==> src/rtl/operand_fetch_unit.sv <==
// Operand fetch stage: drives register file reads/writes, tracks per-register busy
// bits to stall RAW/WAW hazards, and holds one issued instruction for execute.
module operand_fetch_unit #(
    parameter int unsigned DATA_W   = 16,
    parameter int unsigned ADDR_W   = 3,
    parameter int unsigned NUM_REGS = 4
) (
    input  logic                clk,
    input  logic                rst_n,
    input  logic                iss_valid,
    output logic                iss_ready,
    input  logic [ADDR_W-1:0]   iss_src_a,
    input  logic [ADDR_W-1:0]   iss_src_b,
    input  logic [ADDR_W-1:0]   iss_dst,
    input  logic                iss_wr_en,
    output logic                ex_valid,
    input  logic                ex_ready,
    output logic [DATA_W-1:0]   ex_op_a,
    output logic [DATA_W-1:0]   ex_op_b,
    output logic [ADDR_W-1:0]   ex_dst,
    output logic                ex_wr_en,
    input  logic                wb_valid,
    input  logic [ADDR_W-1:0]   wb_addr,
    input  logic [DATA_W-1:0]   wb_data,
    output logic                rf_write,
    output logic [ADDR_W-1:0]   rf_wr_addr,
    output logic [DATA_W-1:0]   rf_wr_data,
    output logic [ADDR_W-1:0]   rf_rd_addr_a,
    input  logic [DATA_W-1:0]   rf_rd_data_a,
    output logic [ADDR_W-1:0]   rf_rd_addr_b,
    input  logic [DATA_W-1:0]   rf_rd_data_b,
    output logic [NUM_REGS-1:0] busy,
    output logic [7:0]          stall_cnt,
    output logic                wb_err
);

    typedef enum logic {StEmpty, StFull} state_t;

    // Extra bit so the compare stays valid when NUM_REGS == 2**ADDR_W.
    localparam logic [ADDR_W:0] NumRegsW = (ADDR_W + 1)'(NUM_REGS);

    state_t              state_q, state_d;
    logic [NUM_REGS-1:0] busy_q, busy_d;
    logic [DATA_W-1:0]   op_a_q, op_b_q;
    logic [ADDR_W-1:0]   dst_q;
    logic                wr_en_q;
    logic [7:0]          stall_q;
    logic                wb_err_q;

    logic                impl_a, impl_b, impl_d, impl_wb;
    logic                hit_a, hit_b, hit_d;
    logic                haz_a, haz_b, haz_waw;
    logic                can_load, accept;
    logic [DATA_W-1:0]   sel_a, sel_b;

    function automatic logic is_impl(input logic [ADDR_W-1:0] a);
        return {1'b0, a} < NumRegsW;
    endfunction

    // Loop lookup avoids indexing busy with an address wider than its range.
    function automatic logic reg_busy(input logic [NUM_REGS-1:0] b,
                                      input logic [ADDR_W-1:0]   a);
        logic r;
        r = 1'b0;
        for (int i = 0; i < int'(NUM_REGS); i++) begin
            if (a == ADDR_W'(i)) r = b[i];
        end
        return r;
    endfunction

    // Register file pass-through and hazard/operand selection.
    always_comb begin
        rf_rd_addr_a = iss_src_a;
        rf_rd_addr_b = iss_src_b;
        rf_write     = wb_valid;
        rf_wr_addr   = wb_addr;
        rf_wr_data   = wb_data;

        impl_a  = is_impl(iss_src_a);
        impl_b  = is_impl(iss_src_b);
        impl_d  = is_impl(iss_dst);
        impl_wb = is_impl(wb_addr);
        hit_a   = wb_valid && (wb_addr == iss_src_a);
        hit_b   = wb_valid && (wb_addr == iss_src_b);
        hit_d   = wb_valid && (wb_addr == iss_dst);

        haz_a   = impl_a && reg_busy(busy_q, iss_src_a) && !hit_a;
        haz_b   = impl_b && reg_busy(busy_q, iss_src_b) && !hit_b;
        haz_waw = iss_wr_en && impl_d && reg_busy(busy_q, iss_dst) && !hit_d;

        sel_a = !impl_a ? '0 : (hit_a ? wb_data : rf_rd_data_a);
        sel_b = !impl_b ? '0 : (hit_b ? wb_data : rf_rd_data_b);

        can_load  = (state_q == StEmpty) || ex_ready;
        iss_ready = can_load && !haz_a && !haz_b && !haz_waw;
        accept    = iss_valid && iss_ready;
    end

    // Output stage next state and scoreboard update (set beats same-cycle clear).
    always_comb begin
        state_d = state_q;
        if (accept) begin
            state_d = StFull;
        end else if ((state_q == StFull) && ex_ready) begin
            state_d = StEmpty;
        end

        busy_d = busy_q;
        for (int i = 0; i < int'(NUM_REGS); i++) begin
            if (wb_valid && (wb_addr == ADDR_W'(i))) busy_d[i] = 1'b0;
            if (accept && iss_wr_en && (iss_dst == ADDR_W'(i))) busy_d[i] = 1'b1;
        end
    end

    // State, scoreboard, stall counter and sticky error registers.
    always_ff @(posedge clk or negedge rst_n) begin
        if (!rst_n) begin
            state_q  <= StEmpty;
            busy_q   <= '0;
            stall_q  <= '0;
            wb_err_q <= 1'b0;
        end else begin
            state_q <= state_d;
            busy_q  <= busy_d;
            if (iss_valid && !iss_ready && (stall_q != 8'hFF)) stall_q <= stall_q + 8'd1;
            if (wb_valid && impl_wb && !reg_busy(busy_q, wb_addr)) wb_err_q <= 1'b1;
        end
    end

    // Execute payload; only written on accept so it holds under backpressure.
    always_ff @(posedge clk or negedge rst_n) begin
        if (!rst_n) begin
            op_a_q  <= '0;
            op_b_q  <= '0;
            dst_q   <= '0;
            wr_en_q <= 1'b0;
        end else if (accept) begin
            op_a_q  <= sel_a;
            op_b_q  <= sel_b;
            dst_q   <= iss_dst;
            wr_en_q <= iss_wr_en;
        end
    end

    assign ex_valid  = (state_q == StFull);
    assign ex_op_a   = op_a_q;
    assign ex_op_b   = op_b_q;
    assign ex_dst    = dst_q;
    assign ex_wr_en  = wr_en_q;
    assign busy      = busy_q;
    assign stall_cnt = stall_q;
    assign wb_err    = wb_err_q;

endmodule
==> config.mk <==
export PLATFORM = sky130hd
export DESIGN_NAME = operand_fetch_unit
export DESIGN_NICKNAME = d
export VERILOG_FILES = /design/src/rtl/operand_fetch_unit.sv
export SDC_FILE = /design/constraint.sdc
export NUM_CORES = 1
export LEC_CHECK = 0
export ABC_CLOCK_PERIOD_IN_PS = 2350
export BUFFER_PORTS_ARGS = -buffer_cell sky130_fd_sc_hd__buf_2
export CORE_MARGIN = 2
export CORE_UTILIZATION = 46
export DETAILED_ROUTE_END_ITERATION = 7
export GPL_TIMING_DRIVEN = 1
export PLACE_DENSITY_LB_ADDON = 0.15
export SYNTH_ARGS = -nofsm -noshare
export SYNTH_HDL_FRONTEND = slang
export SYNTH_SLANG_ARGS = --single-unit
==> constraint.sdc <==
create_clock -name clk -period 2.35 [get_ports clk]
set_input_delay 0.3525 -clock clk [delete_from_list [all_inputs] [get_ports clk]]
set_output_delay 0.3525 -clock clk [all_outputs]
set_load 0.1 [all_outputs]
==> results_tabular.tex <==
\begin{tabular}{lr}
\hline
Metric & Value \\
\hline
\multicolumn{2}{l}{\textbf{Place}} \\
Minimum setup slack after placement & 0.0800 ns \\
Half-perimeter wire length after detailed placement & 5220 um \\
GP Congestion & 0.842 \\
Port-buffer cells & 142 \\
\multicolumn{2}{l}{\textbf{Clocking}} \\
CTS buffer count & 5 \\
H-tree depth & 2 \\
Sink Count & 50 \\
Number of hold buffers added after cts & 0 \\
Root Buffer Master & sky130\_fd\_sc\_hd\_\_clkbuf\_8 \\
CTS clk-pin slew, worst paths & 0.09 ns \\
CTS max path bufs & 2 \\
TritonCTS clock tree & done \\
Clk\_lat worst skew & 0.30 ns \\
\multicolumn{2}{l}{\textbf{Worst setup path}} \\
Most used cell, CP & sky130\_fd\_sc\_hd\_\_buf\_12 \\
CP endpoint kind & output pin \\
Critical Path Start Type & register \\
Crit-path max FO & 6 \\
Count of buffering cells on the critical path with inverters included & 2 \\
Highest cell delay on the worst timing path & 0.48 ns \\
Class of the most critical setup path & reg2out \\
Required time at the endpoint of the critical path & 2.00 ns \\
Crit-path cells & mux4\_2 > a32oi\_2 > o21a\_1 > buf\_12 > buf\_12 \\
Arrival time of data at the critical path endpoint & 1.97 ns \\
Crit-path slowest cell & sky130\_fd\_sc\_hd\_\_mux4\_2 \\
Crit path max-delay family & multiplexers \\
\multicolumn{2}{l}{\textbf{Drt}} \\
Initial detailed-routing violation count & 69 \\
Mean routed wirelength per cell & 14.8 um \\
Via count normalized by instance count & 5.09 \\
DRT Pass-1 Iters & 4 \\
Wire length after detailed routing & 6860 um \\
Final ANT Viol Nets & 0 \\
DRC violations left & 0 \\
Vias & 2362 \\
\multicolumn{2}{l}{\textbf{Floorplanning}} \\
Horizontal extent of the die & 83.7 um \\
Initial standard-cell utilization of the core & 46.9\% \\
Area of the core & 6240 sq um \\
Die area & 7010 sq um \\
Top-Level Pins & 143 \\
Number of rows in the core area & 29 \\
Die height & 83.7 um \\
\multicolumn{2}{l}{\textbf{Timing}} \\
Final setup fails & 0 \\
Fin. Hold Viols & 0 \\
RSZ-0062 raised after global routing & yes \\
Shortest clock period the worst path allows after layout & 2.33 ns \\
Count of pins over their slew limit & 0 \\
Actual transition at the worst max-transition pin & 0.613 ns \\
Clk\_skew & 0.00645 ns \\
Worst slew slack as a fraction of its limit & 59.1\% \\
Max Fclk & 0.430 GHz \\
Smallest setup slack after layout & 0.0229 ns \\
Final period util & 99.0\% \\
\multicolumn{2}{l}{\textbf{Pwr}} \\
Clock share of power & 10.4\% \\
Int Pwr & 0.00189 W \\
Part of the power in registers & 26.5\% \\
NetSw & 0.00289 W \\
Net switching share of the total power & 60.4\% \\
Portion of total power attributed to combinational logic & 63.1\% \\
Static Leakage & 2.12 nW \\
IR drop worst, VDD & 1.19 mV \\
Pwr per Cell Area & 1290 nW/um\^{}2 \\
\multicolumn{2}{l}{\textbf{Yosys}} \\
Dominant combinational cell family by area after synthesis & multiplexers \\
Post-synthesis adder-cell area fraction & 0.428\% \\
Netlist Area Pre-Place & 2920 sq um \\
Synthesized area per cell & 11.1 sq um \\
Warning count from the yosys run & 0 \\
Post-Synthesis Net Count & 330 \\
Number of library cell types mapped by synthesis & 38 \\
Xor and xnor area share after synthesis & 3.89\% \\
Post-synth ARST share & 100\% \\
Share of the synthesized area in compound gates (AO/OA/AOI/OAI) & 3.98\% \\
Flops \& latches, synth & 50 \\
Predominant post-synthesis flop cell & sky130\_fd\_sc\_hd\_\_dfrtp\_1 \\
Share of cell area taken by muxes after synthesis & 28.2\% \\
Number of flops mapped to enable cells by yosys & 0 \\
Cell count after synthesis & 263 \\
Post-synthesis simple-gate area fraction & 10.6\% \\
Portion of the post-synthesis area used by sequential elements & 42.8\% \\
\multicolumn{2}{l}{\textbf{Global route}} \\
Maximum number of pins on one net before global-route repair & 28 \\
First-pass GRT wire length & 11300 um \\
Initial antenna violation count & 0 \\
Number of global-route vias before repair & 2335 \\
Aggregate global-route resource usage & 19.9\% \\
GRT Residual Overflow & 0 \\
\multicolumn{2}{l}{\textbf{Job}} \\
Max-cap violation count & 0 \\
\multicolumn{2}{l}{\textbf{Final layout}} \\
Final-layout fill cell count & 580 \\
P\&R area growth vs syn & 27.0\% \\
Count of nets after finishing & 453 \\
Finished Core Util & 59.5\% \\
Number of diodes added for antenna fixing & 0 \\
Share of layout cells above drive strength 1 & 51.2\% \\
\multicolumn{2}{l}{\textbf{Status}} \\
Run status & complete, no violations \\
\multicolumn{2}{l}{\textbf{Hold path}} \\
Path category of the worst min-delay check & in2async \\
\hline
\end{tabular}
## layer usage
layer	wire length (um)	up-vias	part of all wire [%]	GRT usage, %
met5	0	-	0	0
met4	29	0	0.42	4.40
met3	441	2	6.4	3.56
met2	3400	87	50	35.1
met1	2990	1143	44	25.4
li1	-	1130	-	-
## worst register-to-register path: cells and delay by family (launching register included)
family	cells	cell delay (ns)
AOI/OAI and AO/OA	2	0.36
buffers and inverters	2	0.34
DFF	1	0.42
muxes	1	0.35
and+or+nand+nor	2	0.58
## power groups by stage
stage	Sequential, W	Combinational, W	Clock [W]
after global placement	0.00128	0.00299	0
after CTS	0.00127	0.00304	0.000519
after detailed placement	0.00128	0.00301	0
after global routing	0.00130	0.00312	0.000549
final	0.00127	0.00302	0.000497
after floorplan	0.00305	0.000731	0
## Yosys cell counts (2+ instances only)
cell                       count  share of area, %
sky130_fd_sc_hd__nand2_1       5              0.64
sky130_fd_sc_hd__o21ai_1       3              0.51
sky130_fd_sc_hd__mux2_2       19               7.3
sky130_fd_sc_hd__or4_1         2              0.51
sky130_fd_sc_hd__nor2_1       35               4.5
sky130_fd_sc_hd__clkbuf_1      3              0.39
sky130_fd_sc_hd__xnor2_1       6               1.8
sky130_fd_sc_hd__nor3b_1       2              0.51
sky130_fd_sc_hd__nor3_1        2              0.34
sky130_fd_sc_hd__dfrtp_1      50                43
sky130_fd_sc_hd__mux4_2        3               2.3
sky130_fd_sc_hd__buf_6         3               1.2
sky130_fd_sc_hd__inv_1         3              0.39
sky130_fd_sc_hd__nand3_1       6               1.0
sky130_fd_sc_hd__mux2_1       19               7.3
sky130_fd_sc_hd__o31ai_1       2              0.51
sky130_fd_sc_hd__or2_2         2              0.43
sky130_fd_sc_hd__buf_4        27               6.9
sky130_fd_sc_hd__o41ai_1       2              0.60
sky130_fd_sc_hd__mux2i_1      33                11
sky130_fd_sc_hd__xor2_1        7               2.1
sky130_fd_sc_hd__buf_2         7               1.2
sky130_fd_sc_hd__nor2b_1       3              0.64
sky130_fd_sc_hd__nand4_1       2              0.43
sky130_fd_sc_hd__o21ai_0       2              0.34
sky130_fd_sc_hd__a21oi_1       2              0.34
sky130_fd_sc_hd__nand2b_1      2              0.43
## cells in the final DEF, fill, tap and decap left out, types with 6 or more instances in the layout
cell type                 instances
sky130_fd_sc_hd__nand3_1          6
sky130_fd_sc_hd__mux2_1          19
sky130_fd_sc_hd__mux2_2          19
sky130_fd_sc_hd__mux2i_1         33
sky130_fd_sc_hd__dfrtp_1         45
sky130_fd_sc_hd__xnor2_1          6
sky130_fd_sc_hd__buf_2          141
sky130_fd_sc_hd__buf_4           12
sky130_fd_sc_hd__nor2_1          35
sky130_fd_sc_hd__xor2_1           7
## final cells by class
class	count	area (sq um)	share of cell area [%]
well taps	77	96.3	2.60
repair buffers	156	856	23.1
clock inverters	2	13.8	0.371
clock buffers	6	72.6	1.95
multi-input cells	170	1410	37.8
flip-flops and latches	50	1260	33.9
inverters	3	11.3	0.303
## final timing paths
check	start	to	slack [ns]	cells past startpoint
setup / recovery	busy[3]$_DFFE_PN0P_	iss_ready	0.02	5
hold / removal	rst_n	wb_err$_DFFE_PN0P_	0.05	1
setup reg to reg	ex_valid$_DFFE_PN0P_	ex_op_b[3]$_DFFE_PN0P_	0.18	7
hold reg to reg	ex_dst[2]$_DFFE_PN0P_	ex_dst[2]$_DFFE_PN0P_	0.49	1
max in group asynchronous	rst_n	ex_op_a[0]$_DFFE_PN0P_	1.54	2
min in group clk	iss_dst[2]	ex_dst[2]$_DFFE_PN0P_	0.31	2
## timing repair
item,4_1_cts,5_1_grt
gates resized for setup,6,0
endpoints found under the setup margin,1,1
pin swaps,4,0
setup buffers,2,0
endpoints found under the hold margin,0,0
## kinds of logic (layout without fill, tap and decap cells)
logic type | count (synthesis) | after routing
buffers and inverters | 43 | 167
and+or+nand+nor | 65 | 65
DFF | 50 | 50
xor gates and xnor gates | 13 | 13
AOI/OAI and AO/OA | 17 | 17
muxes | 74 | 74
adders and majority gates | 1 | 1
## sequential cells by signal, indices dropped and copies added, names as in the netlist
signal	count
busy	4
ex_op_b	16
ex_op_a	16
ex_wr_en	1
wb_err	1
ex_dst	3
stall_cnt	8
ex_valid	1
## through the flow
step	setup TNS [ns]	area [sq um]	instances	power, W	hold WS (ns)
after floorplan	0	2930	263	0.00378	0.0569
after global placement	0	3580	454	0.00427	0.402
after detailed placement	0	3580	454	0.00429	0.400
after CTS	0	3710	464	0.00482	0.0708
after global routing	-0.0408	3710	464	0.00497	0.101
final	0	3710	464	0.00478	0.0529
Power figures use the tool's default switching activity.
